`config.mk`:
```
export PLATFORM = sky130hd
export DESIGN_NAME = control_sequencer
export DESIGN_NICKNAME = d
export VERILOG_FILES = /design/src/rtl/cpu_defs.sv /design/src/rtl/pc_counter.sv /design/src/rtl/control_sequencer.sv
export SDC_FILE = /design/constraint.sdc
export NUM_CORES = 1
export LEC_CHECK = 0
export CORE_MARGIN = 3
export CORE_UTILIZATION = 40
export CTS_CLUSTER_DIAMETER = 30
export DETAILED_ROUTE_END_ITERATION = 7
export PLACE_DENSITY_LB_ADDON = 0.25
export SLEW_MARGIN = 20
export SYNTH_ARGS = -nofsm -noshare
export SYNTH_HDL_FRONTEND = slang
export SYNTH_SLANG_ARGS = --single-unit
```
`constraint.sdc`:
```
create_clock -name clk -period 1.9 [get_ports clk]
set_input_delay 0.38 -clock clk [delete_from_list [all_inputs] [get_ports clk]]
set_output_delay 0.38 -clock clk [all_outputs]
set_load 0.03 [all_outputs]
```
`src/rtl/cpu_defs.sv`:
```
// cpu_defs: shared encodings and decode helpers for the control sequencer
package cpu_defs;
  localparam int INSTR_W = 15;
  localparam int CLASS_BIT = 6;
  localparam int DST_BIT = 5;
  localparam int SRC_BIT = 4;
  typedef enum logic [1:0] {
    S_FETCH  = 2'd0,
    S_DECODE = 2'd1,
    S_EXEC   = 2'd2,
    S_WB     = 2'd3
  } state_e;
  typedef enum logic [2:0] {
    ALU_ADD = 3'd0,
    ALU_SUB = 3'd1,
    ALU_AND = 3'd2,
    ALU_OR  = 3'd3,
    ALU_XOR = 3'd4,
    ALU_NOT = 3'd5,
    ALU_SHL = 3'd6,
    ALU_SHR = 3'd7
  } alu_op_e;
  typedef enum logic [2:0] {
    C_JMP  = 3'd0,
    C_JEQ  = 3'd1,
    C_JNE  = 3'd2,
    C_JGT  = 3'd3,
    C_JLT  = 3'd4,
    C_JCR  = 3'd5,
    C_NOP  = 3'd6,
    C_HALT = 3'd7
  } ctrl_op_e;
  function automatic logic branch_taken(input logic [2:0] sub, input logic z, input logic n, input logic c);
    return sub == C_JMP ? 1'b1 :
           sub == C_JEQ ? z :
           sub == C_JNE ? !z :
           sub == C_JGT ? (!z && !n) :
           sub == C_JLT ? n :
           sub == C_JCR ? c : 1'b0;
  endfunction
endpackage

```
`src/rtl/pc_counter.sv`:
```
// pc_counter: program counter with load-over-increment priority, wraps modulo 2^PC_WIDTH
module pc_counter #(
  parameter int PC_WIDTH = 8,
  parameter int RESET_PC = 0
) (
  input  logic                clk,
  input  logic                reset,
  input  logic                inc,
  input  logic                load,
  input  logic [PC_WIDTH-1:0] load_val,
  output logic [PC_WIDTH-1:0] pc
);
  logic [PC_WIDTH-1:0] pc_q, pc_d;
  always_comb pc_d = load ? load_val : inc ? pc_q + 1'b1 : pc_q;
  always_ff @(posedge clk)
    if (reset) pc_q <= PC_WIDTH'(RESET_PC);
    else pc_q <= pc_d;
  assign pc = pc_q;
endmodule

```
`src/rtl/control_sequencer.sv`:
```
// control_sequencer: fetch/decode/exec/wb control unit for the accumulator datapath
module control_sequencer
  import cpu_defs::*;
#(
  parameter int PC_WIDTH   = 8,
  parameter int DATA_WIDTH = 8,
  parameter int RESET_PC   = 0
) (
  input  logic                  clk,
  input  logic                  reset,
  input  logic [INSTR_W-1:0]    instr,
  input  logic                  im_valid,
  input  logic                  alu_z,
  input  logic                  alu_n,
  input  logic                  alu_c,
  output logic [PC_WIDTH-1:0]   pc,
  output logic [DATA_WIDTH-1:0] literal,
  output logic                  sel_b,
  output logic [2:0]            alu_op,
  output logic                  load_a,
  output logic                  load_b,
  output logic                  halted,
  output logic [1:0]            state
);
  state_e                state_q, state_d;
  logic [INSTR_W-1:0]    ir_q, ir_d;
  logic [DATA_WIDTH-1:0] lit_q, lit_d;
  logic                  sel_b_q, sel_b_d;
  logic [2:0]            alu_op_q, alu_op_d;
  logic [2:0]            flags_q, flags_d;
  logic                  halted_q, halted_d;
  logic                  pc_inc, pc_load, is_ctrl, taken;
  logic [2:0]            sub;
  logic                  unused_ir;
  assign is_ctrl = ir_q[8+CLASS_BIT];
  assign sub = ir_q[10:8];
  // opcode[3] and the IR literal copy carry no control meaning
  assign unused_ir = ^{ir_q[11], ir_q[7:0]};
  // conditions look only at flags latched by the last ALU instruction
  assign taken = branch_taken(sub, flags_q[2], flags_q[1], flags_q[0]);
  always_comb begin
    state_d = state_q;
    ir_d = ir_q;
    lit_d = lit_q;
    sel_b_d = sel_b_q;
    alu_op_d = alu_op_q;
    flags_d = flags_q;
    halted_d = halted_q;
    pc_inc = 1'b0;
    pc_load = 1'b0;
    if (!halted_q)
      case (state_q)
        S_FETCH:
          if (im_valid) begin
            ir_d = instr;
            lit_d = DATA_WIDTH'(instr[7:0]);
            state_d = S_DECODE;
          end
        S_DECODE: begin
          sel_b_d = is_ctrl ? sel_b_q : ir_q[8+SRC_BIT];
          alu_op_d = is_ctrl ? alu_op_q : sub;
          state_d = S_EXEC;
        end
        S_EXEC:
          if (!is_ctrl) begin
            flags_d = {alu_z, alu_n, alu_c};
            state_d = S_WB;
          end else if (sub == C_HALT) begin
            halted_d = 1'b1;
          end else begin
            pc_load = taken;
            pc_inc = !taken;
            state_d = S_FETCH;
          end
        S_WB: begin
          pc_inc = 1'b1;
          state_d = S_FETCH;
        end
      endcase
  end
  always_ff @(posedge clk)
    if (reset) begin
      state_q <= S_FETCH;
      ir_q <= '0;
      lit_q <= '0;
      sel_b_q <= 1'b0;
      alu_op_q <= ALU_ADD;
      flags_q <= '0;
      halted_q <= 1'b0;
    end else begin
      state_q <= state_d;
      ir_q <= ir_d;
      lit_q <= lit_d;
      sel_b_q <= sel_b_d;
      alu_op_q <= alu_op_d;
      flags_q <= flags_d;
      halted_q <= halted_d;
    end
  pc_counter #(.PC_WIDTH(PC_WIDTH), .RESET_PC(RESET_PC)) u_pc (
    .clk(clk),
    .reset(reset),
    .inc(pc_inc),
    .load(pc_load),
    .load_val(PC_WIDTH'(lit_q)),
    .pc(pc)
  );
  assign load_a = state_q == S_WB && !ir_q[8+DST_BIT];
  assign load_b = state_q == S_WB && ir_q[8+DST_BIT];
  assign literal = lit_q;
  assign sel_b = sel_b_q;
  assign alu_op = alu_op_q;
  assign halted = halted_q;
  assign state = state_q;
endmodule

```
==> results of run 1 <==
metrics by stage:
stage | instances | power (mW) | instance area [sq um] | hold WS, ns
detailed placement | 265 | 1.070 | 2021 | 0.4559
global placement | 265 | 1.068 | 2021 | 0.4487
floorplan | 186 | 0.9475 | 1546 | 0.4360
CTS | 273 | 1.620 | 2116 | 0.4662
global route | 273 | 1.676 | 2120 | 0.4859
finish | 273 | 1.603 | 2120 | 0.4653
cells by family after synthesis:
logic type                 count (synthesis)  share of synthesized area
AOI/OAI and AO/OA                         40                     0.1869
adders and majority gates                  1                   0.008089
muxes                                      9                    0.05906
buffers and inverters                     21                    0.07281
DFF                                       32                     0.4142
and+or+nand+nor                           83                     0.2589
layout make-up:
class / instances / area [sq um]
Inverter: 3 / 11.26
Clock inverter: 2 / 15.01
Multi-Input combinational cell: 133 / 793.3
Clock buffer: 6 / 82.58
Tap cell: 46 / 57.56
Timing Repair Buffer: 51 / 518.0
Sequential cell: 32 / 641.9
Fill cell: 337 / 1401
cells in the final DEF, fill, tap and decap left out, types with 2 or more instances in the layout:
master                            count
sky130_fd_sc_hd__clkdlybuf4s50_1     41
sky130_fd_sc_hd__nand2_1             37
sky130_fd_sc_hd__dfxtp_1             31
sky130_fd_sc_hd__nor2_1              21
sky130_fd_sc_hd__a21oi_1             18
sky130_fd_sc_hd__mux2i_1              8
sky130_fd_sc_hd__clkbuf_8             6
sky130_fd_sc_hd__o21ai_0              5
sky130_fd_sc_hd__buf_4                5
sky130_fd_sc_hd__a311oi_1             4
sky130_fd_sc_hd__nor2b_1              4
sky130_fd_sc_hd__nand2b_1             3
sky130_fd_sc_hd__or4_1                3
sky130_fd_sc_hd__o31ai_1              3
sky130_fd_sc_hd__inv_1                3
sky130_fd_sc_hd__a211oi_1             2
sky130_fd_sc_hd__clkinvlp_4           2
sky130_fd_sc_hd__dlygate4sd2_1        2
sky130_fd_sc_hd__buf_12               2
sequential cells by signal, indices dropped and copies added, names as in the netlist:
name     flops
state        2
u_pc.pc      8
halted       1
alu_op       3
ir_q        14
flags_q      3
sel_b        1
power by group:
| group | switching, mW | internal, mW |
|---|---|---|
| combinational | 0.159 | 0.149 |
| sequential | 0.0360 | 0.708 |
| clock | 0.258 | 0.293 |
repair_timing:
item,in CTS,in global routing
setup endpoints to repair,2,2
resized for setup,2,2
hold buffers,0,0
worst max path at each step:
stage	cells after the start	from	slack (ns)	end
after floorplan	6	state[1]	0.01	u_pc.pc[4]
after global placement	5	ir_q[9]	0.17	u_pc.pc[7]
after detailed placement	5	ir_q[8]	0.14	u_pc.pc[7]
after CTS	1	halted	0.02	halted
after global routing	5	ir_q[9]	0.01	u_pc.pc[7]
final	1	state[1]	0.08	state[1]
metal layers:
metal | track usage | vias to the layer above | share of wire
met4 | 0.05211 | 0 | 0.014
met3 | 0.05583 | 7 | 0.063
met1 | 0.2012 | 619 | 0.44
met5 | 0 | - | 0
li1 | - | 709 | -
met2 | 0.2708 | 33 | 0.48
==> qor.log, run 1 <==
qor: floorplan.rows 21
qor: min_path.hold-path-cell-count 2
qor: worst_setup_path.timing.reg2reg.worst_path_depth 5
qor: drt.detail_route.vias_per_cell 5.011
qor: timing.finalCritPeriodShare 0.9583
qor: grt.antenna_found_initial 0
qor: placement.placement.setup.worst_slack 0.1432 ns
qor: synthesis.list_of_most_frequent_post_synthesis_cells sky130_fd_sc_hd__nand2_1, sky130_fd_sc_hd__dfxtp_1, sky130_fd_sc_hd__nor2_1, sky130_fd_sc_hd__a21oi_1
qor: drt.drc 0
qor: worst_setup_path.slowest_delay 0.71 ns
qor: power.static-leakage-power 0.7879 nW
qor: timing.finalCriticalPeriod 1.821 ns
qor: cts.cts-htree-levels 2
qor: min_path.hold_path_end ir_q[12]
qor: synthesis.number_of_enable_type_register_cells_in_the_synthesized_netlist 0
qor: timing.setup_viol_count_final 0
qor: synthesis.syn_inst 186
qor: worst_setup_path.critPathCaptureType output pin
qor: placement.gpl.final_weighted_congestion 0.7652
qor: worst_setup_path.cp_max_fo 6
qor: placement.dp_hpwl 2440 um
qor: grt.grt_pass1_wl 5733 um
qor: synthesis.ys_async_sr_fraction 0
qor: synthesis.post-synth-top-area-fraction 0.4142
qor: layout.final_nets 248
qor: timing.post-route-worst-setup-slack 0.07931 ns
qor: synthesis.synth-warning-count 0
qor: cts.cts.reportedPaths.clkPinSlew 0.07 ns
qor: synthesis.yosys_most_used_dff sky130_fd_sc_hd__dfxtp_1
qor: cts.numCtsBuffers 5
qor: timing.worst_pin_slew 0.4481 ns
qor: worst_setup_path.cp_data_required_time 1.52 ns
qor: floorplan.num_io_pins 46
qor: layout.post-route-util 0.6020
qor: floorplan.start_util 0.4392
qor: timing.fmax 0.5492 GHz
qor: worst_setup_path.cpLargestDelayFamily buffers and inverters
qor: synthesis.most_area_hungry_cell_type_in_the_yosys_netlist sky130_fd_sc_hd__dfxtp_1
qor: worst_setup_path.timing.setup.critical_path_class reg2out
qor: synthesis.postSynthRegisterBits 32
qor: synthesis.post_synth.cell_area_avg 8.314 sq um
qor: floorplan.core 3521 sq um
qor: grt.grt_max_degree 33
qor: worst_setup_path.critical_path.startpoint_type flop
qor: grt.grt_use_total 0.1646
qor: cts.cts-root-to-sink-buffers 2
qor: drt.drt.antenna.violating_nets 0
qor: min_path.hold_path_class reg2reg
qor: drt.firstDrtPassIters 4
qor: layout.drive_above_1_share 0.1189
qor: floorplan.die-height 68.18 um
qor: floorplan.die_w 68.18 um
qor: worst_setup_path.r2r_slack 0.13 ns
qor: power.power_density 756.4 nW/um^2
qor: grt.grt.overflow.total 0
qor: timing.fin_setup_tns 0 ns
qor: cts.cts_root_buffer sky130_fd_sc_hd__clkbuf_8
qor: worst_setup_path.reg2reg_from ir_q[9]
qor: timing.timing.final.hold_violations 0
qor: worst_setup_path.arrival 1.44 ns
qor: cts.worstSkewPairLatency 0.29 ns
qor: grt.number_of_global_route_vias_before_repair 1278
qor: worst_setup_path.critical-path-slowest-cell sky130_fd_sc_hd__clkdlybuf4s50_1
qor: run_status.run_status completed
qor: cts.cts_setup_buffers 0
qor: layout.antenna_cells 0
qor: placement.numPortBuffers 44
qor: cts.tritoncts_num_sinks 32
qor: synthesis.post_synth_instance_area 1546 sq um
qor: drt.route.final.wire_length 3438 um
qor: synthesis.synth.yosys.seq_area_share 0.4142
qor: timing.setup_repair_after_global_routing_missed_its_margin false
qor: power.vdd_drop_max 443.3 uV
qor: min_path.hp-start ir_q[12]
qor: worst_setup_path.timing.rr.end u_pc.pc[7]
qor: worst_setup_path.critical_path_buf_inv_count 1
qor: flow_run.max_cap_viol_count 0
qor: timing.finalClockSkew 0.006031 ns
qor: synthesis.postSynthNetCount 208
qor: drt.drt_first_iter_violations 74
qor: layout.layout-area-overhead-vs-synth 37.05%
qor: synthesis.distinct_cells_synth 40
qor: drt.post_drt_wl_per_cell 12.59 um
qor: drt.dr_total_vias 1368
qor: cts.cts_tree done
qor: timing.drv_slew 0
qor: timing.timing.slew.headroom 0.6999
qor: synthesis.synthMostInstantiatedCell sky130_fd_sc_hd__nand2_1
qor: floorplan.fp.dieArea 4649 sq um
qor: worst_setup_path.path_cells clkdlybuf4s50_1
qor: synthesis.synthTopCellsByArea sky130_fd_sc_hd__dfxtp_1, sky130_fd_sc_hd__nand2_1, sky130_fd_sc_hd__a21oi_1
(Power assumes the default switching activity.)
==> run 2, diff against run 1 <==
--- a/config.mk
+++ b/config.mk
@@ -5,6 +5,7 @@
 export SDC_FILE = /design/constraint.sdc
 export NUM_CORES = 1
 export LEC_CHECK = 0
+export CAP_MARGIN = 20
 export CORE_MARGIN = 3
 export CORE_UTILIZATION = 40
 export CTS_CLUSTER_DIAMETER = 30
==> constraint.sdc (replaced) <==
create_clock -name clk -period 1.55 [get_ports clk]
set_input_delay 0.31 -clock clk [delete_from_list [all_inputs] [get_ports clk]]
set_output_delay 0.31 -clock clk [all_outputs]
set_load 0.03 [all_outputs]
==> run 2 against run 1 <==
  * The flow now finishes with violations (setup timing)
  * Sequential share of layout area decreased by 1.5 points
  * Global-route usage grew 1.9 points
  * Sequential cell count unchanged
  * Power grew 24%
  * Register-to-register slack got worse by 0.24 ns
  * Largest power group unchanged
  * Core utilization up 4.7 points
  * Clock skew down 0.0010 ns
  * Via count up 7.7%
  * Combinational power rose by 36%
  * Sequential power rose by 24%
  * Highest routed layer unchanged
==> qor.log, run 2 (synthesized netlist as in run 1, its figures left out) <==
qor: timing.finalClockSkew 0.005033 ns [-0.0009985 ns]
qor: layout.largest_register_ff_count 14 [unchanged]
qor: grt.grt_pass1_wl 6410 um [+12%]
qor: cts.tritoncts_num_sinks 32 [unchanged]
qor: drt.route.final.wire_length 3796 um [+10%]
qor: min_path.hold_path_class reg2reg
qor: power.static-leakage-power 0.9637 nW [+22%]
qor: timing.fin_setup_tns -0.4471 ns [-0.4471 ns]
qor: flow_run.max_cap_viol_count 0 [unchanged]
qor: timing.timing.final.hold_violations 0 [unchanged]
qor: layout.final_nets 262 [+5.6%]
qor: min_path.hp-start ir_q[12]
qor: worst_setup_path.reg2reg_from ir_q[9]
qor: timing.timing.slew.headroom 0.7907 [+0.09087]
qor: cts.cts-root-to-sink-buffers 2 [unchanged]
qor: cts.numCtsBuffers 5 [unchanged]
qor: floorplan.fp.dieArea 4649 sq um [unchanged]
qor: timing.fmax 0.6015 GHz
qor: worst_setup_path.cp_data_required_time 1.75 ns [+0.23 ns]
qor: worst_setup_path.startpoint ir_q[9]
qor: drt.detail_route.vias_per_cell 5.136 [+2.5%]
qor: worst_setup_path.timing.setup.critical_path_class reg2reg
qor: layout.layout-area-overhead-vs-synth 47.82%
qor: floorplan.start_util 0.4392 [unchanged]
qor: floorplan.rows 21 [unchanged]
qor: timing.finalCritPeriodShare 1.073
qor: timing.drv_slew 0 [unchanged]
qor: grt.grt.overflow.total 0 [unchanged]
qor: worst_setup_path.critical_path.startpoint_type flop
qor: timing.setup_repair_after_global_routing_missed_its_margin true
qor: timing.setup_viol_count_final 7 [+7]
qor: layout.largest-register ir_q
qor: cts.cts_tree done
qor: layout.layout.cells.most_common_list sky130_fd_sc_hd__nand2_1, sky130_fd_sc_hd__dfxtp_1, sky130_fd_sc_hd__dlygate4sd2_1
qor: drt.drt.antenna.violating_nets 0 [unchanged]
qor: cts.worstSkewPairLatency 0.28 ns [about the same]
qor: drt.post_drt_wl_per_cell 13.23 um [+5.0%]
qor: cts.cts-htree-levels 2 [unchanged]
qor: timing.post-route-worst-setup-slack -0.1125 ns [-0.1919 ns]
qor: layout.drive_above_1_share 0.2407 [+0.1217]
qor: layout.final_common_cell sky130_fd_sc_hd__nand2_1
qor: placement.gpl.final_weighted_congestion 0.7491 [-2.1%]
qor: run_status.failing_checks setup timing
qor: worst_setup_path.critPathCaptureType flop
qor: timing.worst_pin_slew 0.3151 ns [-0.1330 ns]
qor: power.vdd_drop_max 589.8 uV [+33%]
qor: cts.cts_root_buffer sky130_fd_sc_hd__clkbuf_8
qor: cts.cts.reportedPaths.clkPinSlew 0.06 ns [about the same]
qor: floorplan.die_w 68.18 um [unchanged]
qor: drt.firstDrtPassIters 4 [unchanged]
qor: power.power_density 869.9 nW/um^2 [+15%]
qor: run_status.run_status complete, but fails checks
qor: grt.grt_use_total 0.1832 [+0.01861]
qor: drt.drt_first_iter_violations 81 [+9.5%]
qor: floorplan.die-height 68.18 um [unchanged]
qor: grt.antenna_found_initial 0 [unchanged]
qor: layout.antenna_cells 0 [unchanged]
qor: grt.grt_max_degree 33 [unchanged]
qor: worst_setup_path.arrival 1.86 ns [+0.42 ns]
qor: layout.fillerInstances 319 [-5.3%]
qor: timing.finalCriticalPeriod 1.663 ns
qor: drt.drc 0 [unchanged]
qor: worst_setup_path.cp_max_fo 5 [-1]
qor: cts.ctsHoldBuffers 0 [unchanged]
qor: floorplan.core 3521 sq um [unchanged]
qor: placement.numPortBuffers 44 [unchanged]
qor: layout.post-route-util 0.6493 [+0.04726]
qor: placement.dp_hpwl 2634 um [+8.0%]
qor: floorplan.num_io_pins 46 [unchanged]
qor: drt.dr_total_vias 1474 [+7.7%]
qor: grt.number_of_global_route_vias_before_repair 1432 [+12%]
[run 2: final timing paths]
| kind | endpoint | slack (ns) | depth (start not counted) |
|---|---|---|---|
| setup / recovery | u_pc.pc[4] | -0.11 | 5 |
| hold / removal | ir_q[12] | 0.46 | 2 |
| setup reg to reg | u_pc.pc[4] | -0.11 | 5 |
| hold reg to reg | ir_q[12] | 0.46 | 2 |
[run 2: metal layers]
metal / up-vias / track usage / wire, um
met5: - / 0 / 0
met1: 674 / 0.2197 / 1598
li1: 747 / - / -
met4: 0 / 0.06203 / 73
met3: 7 / 0.06076 / 292
met2: 46 / 0.3057 / 1831
[run 2: where the power goes]
| group | leakage (nW) | switching (mW) | total, mW | internal, mW |
|---|---|---|---|---|
| registers | 0.265 | 0.0501 | 0.920 | 0.870 |
| clock network | 0.0510 | 0.295 | 0.649 | 0.354 |
| logic | 0.648 | 0.218 | 0.420 | 0.202 |
| total | 0.964 | 0.563 | 1.99 | 1.43 |
[run 2: critical path, cell delays in order, from the launching register on]
cell	delay (ns)
sky130_fd_sc_hd__dfxtp_2	0.35
sky130_fd_sc_hd__nor2b_4	0.14
sky130_fd_sc_hd__o21ai_4	0.23
sky130_fd_sc_hd__a32oi_4	0.17
sky130_fd_sc_hd__or4_4	0.50
sky130_fd_sc_hd__a311oi_2	0.19
[run 2: cell type report]
| type | instances | area [sq um] | area share |
|---|---|---|---|
| Multi-Input combinational cell | 134 | 885.9 | 0.3875 |
| Tap cell | 46 | 57.56 | 0.02518 |
| Sequential cell | 32 | 658.1 | 0.2879 |
| Clock buffer | 6 | 82.58 | 0.03612 |
| Clock inverter | 2 | 10.01 | 0.004379 |
| Timing Repair Buffer | 64 | 580.6 | 0.2540 |
| Inverter | 3 | 11.26 | 0.004926 |
[run 2: through the flow]
step / power, mW / area, sq um / hold WS, ns / setup slack (ns) / cells
after floorplan: 1.172 / 1592 / 0.3779 / -0.07366 / 186
after global placement: 1.327 / 2083 / 0.4467 / -0.07413 / 273
after detailed placement: 1.333 / 2083 / 0.4541 / -0.1126 / 273
after CTS: 1.990 / 2233 / 0.4634 / -0.08776 / 286
after global routing: 2.083 / 2286 / 0.4957 / -0.1787 / 287
final: 1.989 / 2286 / 0.4590 / -0.1125 / 287
[run 2: timing repair]
item | in CTS | in global routing
setup endpoints to repair | 30 | 20
cloned | 1 | 0
gates resized for setup | 33 | 10
pin swaps | 9 | 3
buffers inserted | 4 | 1
==> run 3, diff against run 2 <==
--- a/config.mk
+++ b/config.mk
@@ -10,6 +10,7 @@
 export CORE_UTILIZATION = 40
 export CTS_CLUSTER_DIAMETER = 30
 export DETAILED_ROUTE_END_ITERATION = 7
+export MAX_ROUTING_LAYER = met4
 export PLACE_DENSITY_LB_ADDON = 0.25
 export SLEW_MARGIN = 20
 export SYNTH_ARGS = -nofsm -noshare
==> constraint.sdc (replaced) <==
create_clock -name clk -period 1.4 [get_ports clk]
set_input_delay 0.28 -clock clk [delete_from_list [all_inputs] [get_ports clk]]
set_output_delay 0.28 -clock clk [all_outputs]
set_load 0.03 [all_outputs]
==> run 3 against run 2 <==
  * Sequential share of layout area fell by 2.4 points
  * Largest cell class unchanged
  * Wire length rose by 13%
  * Cell count rose by 5.2%
  * Sequential cell count unchanged
  * Sequential power up 11%
  * Power grew 21%
  * Die area did not move
  * Via count is 3.7% higher
  * The run still ends with setup timing left
  * Fmax up 2.3%
==> qor.log, run 3 (synthesized netlist as in run 1, its figures left out) <==
qor: layout.layout-area-overhead-vs-synth 62.14%
qor: timing.finalCritPeriodShare 1.161 [+0.08839]
qor: timing.fmax 0.6152 GHz [+2.3%]
qor: layout.final_common_cell sky130_fd_sc_hd__nand2_1
qor: layout.antenna_cells 0 [unchanged]
qor: timing.setup_viol_count_final 9 [+2]
qor: worst_setup_path.critical_path_buf_inv_count 2 [+2]
qor: cts.worstSkewPairLatency 0.29 ns [about the same]
qor: cts.cts_root_buffer sky130_fd_sc_hd__clkbuf_8
qor: grt.number_of_global_route_vias_before_repair 1398 [-2.4%]
qor: worst_setup_path.cp_max_fo 7 [+2]
qor: worst_setup_path.r2r_slack -0.23 ns [-0.11 ns]
qor: layout.largest-register ir_q
qor: worst_setup_path.path_cells a21oi_2, o21ai_4, buf_4, a21bo_2, buf_4, o211a_1, a211oi_2
qor: worst_setup_path.critical-path-slowest-cell sky130_fd_sc_hd__dfxtp_2
qor: min_path.hold-path-cell-count 2 [unchanged]
qor: drt.firstDrtPassIters 4 [unchanged]
qor: floorplan.die-height 68.18 um [unchanged]
qor: min_path.hp-start ir_q[12]
qor: placement.gpl.final_weighted_congestion 0.7889 [+5.3%]
qor: drt.dr_total_vias 1528 [+3.7%]
qor: flow_run.max_cap_viol_count 0 [unchanged]
qor: grt.grt_use_total 0.1877 [+0.004457]
qor: worst_setup_path.critical_path.startpoint_type flop
qor: floorplan.rows 21 [unchanged]
qor: power.power_density 958.9 nW/um^2 [+10%]
qor: timing.finalHoldWorstSlack 0.4542 ns [-0.004805 ns]
qor: min_path.hold_path_class reg2reg
qor: floorplan.num_io_pins 46 [unchanged]
qor: worst_setup_path.arrival 1.84 ns [-0.02 ns]
qor: floorplan.start_util 0.4392 [unchanged]
qor: timing.worst_pin_slew 0.3096 ns [-0.005586 ns]
qor: run_status.failing_checks setup timing
qor: timing.finalCriticalPeriod 1.625 ns [-0.03715 ns]
qor: timing.post-route-worst-setup-slack -0.2254 ns [-0.1128 ns]
qor: layout.final_nets 277 [+5.7%]
qor: timing.finalClockSkew 0.007744 ns [+0.002711 ns]
qor: run_status.run_status complete, but fails checks
qor: timing.timing.final.hold_violations 0 [unchanged]
qor: floorplan.die_w 68.18 um [unchanged]
qor: power.static-leakage-power 1.041 nW [+8.0%]
qor: layout.largest_register_ff_count 14 [unchanged]
qor: grt.grt.overflow.total 0 [unchanged]
qor: grt.grt_pass1_wl 6168 um [-3.8%]
qor: drt.drc 0 [unchanged]
qor: worst_setup_path.cpLargestDelayFamily compound AO/OA/AOI/OAI gates
qor: min_path.hold_path_end ir_q[12]
qor: cts.ctsHoldBuffers 0 [unchanged]
qor: placement.dp_hpwl 2569 um [-2.4%]
qor: timing.drv_slew 0 [unchanged]
qor: worst_setup_path.timing.reg2reg.worst_path_depth 7 [+2]
qor: grt.antenna_found_initial 0 [unchanged]
qor: power.total_power 2.404 mW [+21%]
qor: layout.layout.cells.most_common_list sky130_fd_sc_hd__nand2_1, sky130_fd_sc_hd__buf_4, sky130_fd_sc_hd__dfxtp_1
qor: power.vdd_drop_max 804.2 uV [+36%]
qor: worst_setup_path.critPathMostFrequentCell sky130_fd_sc_hd__buf_4
qor: cts.cts-htree-levels 2 [unchanged]
qor: placement.numPortBuffers 44 [unchanged]
qor: drt.route.final.wire_length 4280 um [+13%]
qor: cts.cts-root-to-sink-buffers 2 [unchanged]
qor: cts.tritoncts_num_sinks 32 [unchanged]
qor: worst_setup_path.cp_data_required_time 1.61 ns [-0.14 ns]
qor: cts.cts_tree done
qor: drt.drt_first_iter_violations 69 [-15%]
qor: layout.fillerInstances 272 [-15%]
qor: floorplan.core 3521 sq um [unchanged]
qor: drt.drt.antenna.violating_nets 0 [unchanged]
qor: worst_setup_path.timing.setup.critical_path_class reg2reg
qor: grt.grt_max_degree 33 [unchanged]
qor: layout.drive_above_1_share 0.3633 [+0.1226]
qor: cts.cts.reportedPaths.clkPinSlew 0.07 ns [about the same]
qor: placement.postPlaceCellArea 2181 sq um [+4.7%]
qor: timing.setup_repair_after_global_routing_missed_its_margin true
qor: floorplan.fp.dieArea 4649 sq um [unchanged]
qor: cts.numCtsBuffers 5 [unchanged]
qor: layout.stdcell_area 2507 sq um [+9.7%]
qor: worst_setup_path.critPathCaptureType flop
qor: drt.post_drt_wl_per_cell 14.17 um [+7.2%]
qor: timing.timing.slew.headroom 0.7944 [+0.003710]
qor: drt.detail_route.vias_per_cell 5.060 [-1.5%]
qor: worst_setup_path.timing.rr.end u_pc.pc[3]
qor: worst_setup_path.reg2reg_from ir_q[9]
qor: worst_setup_path.slowest_delay 0.35 ns [-0.15 ns]
==> run 3: worst max-delay path by stage <==
stage,from,cells past startpoint,slack (ns),end
3_5_place_dp,ir_q[9],5,-0.26,u_pc.pc[3]
6_report,ir_q[9],7,-0.23,u_pc.pc[3]
4_1_cts,ir_q[8],5,-0.21,u_pc.pc[4]
5_1_grt,ir_q[9],7,-0.28,u_pc.pc[3]
2_1_floorplan,state[1],6,-0.22,u_pc.pc[4]
3_3_place_gp,ir_q[9],5,-0.20,u_pc.pc[4]
==> run 3: per-stage QoR <==
step | cells | utilization | setup TNS (ns) | setup slack (ns)
global route | 302 | 0.7122 | -2.422 | -0.2770
global placement | 287 | 0.6194 | -3.146 | -0.2034
finish | 302 | 0.7122 | -1.458 | -0.2254
CTS | 299 | 0.6766 | -1.210 | -0.2098
detailed placement | 287 | 0.6194 | -3.408 | -0.2607
floorplan | 186 | - | -1.032 | -0.2234
==> run 3: area by class of cell <==
cell class	instances	area, sq um	area share
clock buffers	6	72.57	0.02894
multi-input cells	134	964.7	0.3847
inverters	3	11.26	0.004491
repair buffers	79	705.7	0.2814
flip-flops and latches	32	660.6	0.2635
well taps	46	57.56	0.02295
clock inverters	2	35.03	0.01397
==> run 3: power breakdown <==
part	leakage (nW)	total, mW	internal, mW	switching [mW]
registers	0.266	1.02	0.964	0.0576
clock network	0.0552	0.863	0.527	0.335
logic	0.720	0.520	0.258	0.263
total	1.04	2.40	1.75	0.656
==> run 3: repair_timing <==
item | 4_1_cts | 5_1_grt
gates resized for setup | 44 | 26
endpoints found under the setup margin | 29 | 31
pin swaps | 8 | 7
cloned | 1 | 0
setup buffers | 3 | 3
==> run 3: tightest hold or removal path: cells and delay by family (launching register included) <==
family             cells  cell delay, ns
DFF                    1            0.31
and+or+nand+nor        1            0.05
AOI/OAI and AO/OA      1            0.05
==> run 3: layer usage <==
metal	vias to the layer above	part of all wire	global-route usage
li1	775	-	-
met1	707	0.44	0.2146
met2	39	0.50	0.3045
met3	7	0.047	0.03941
met4	0	0.021	0.1042
met5	-	0	-
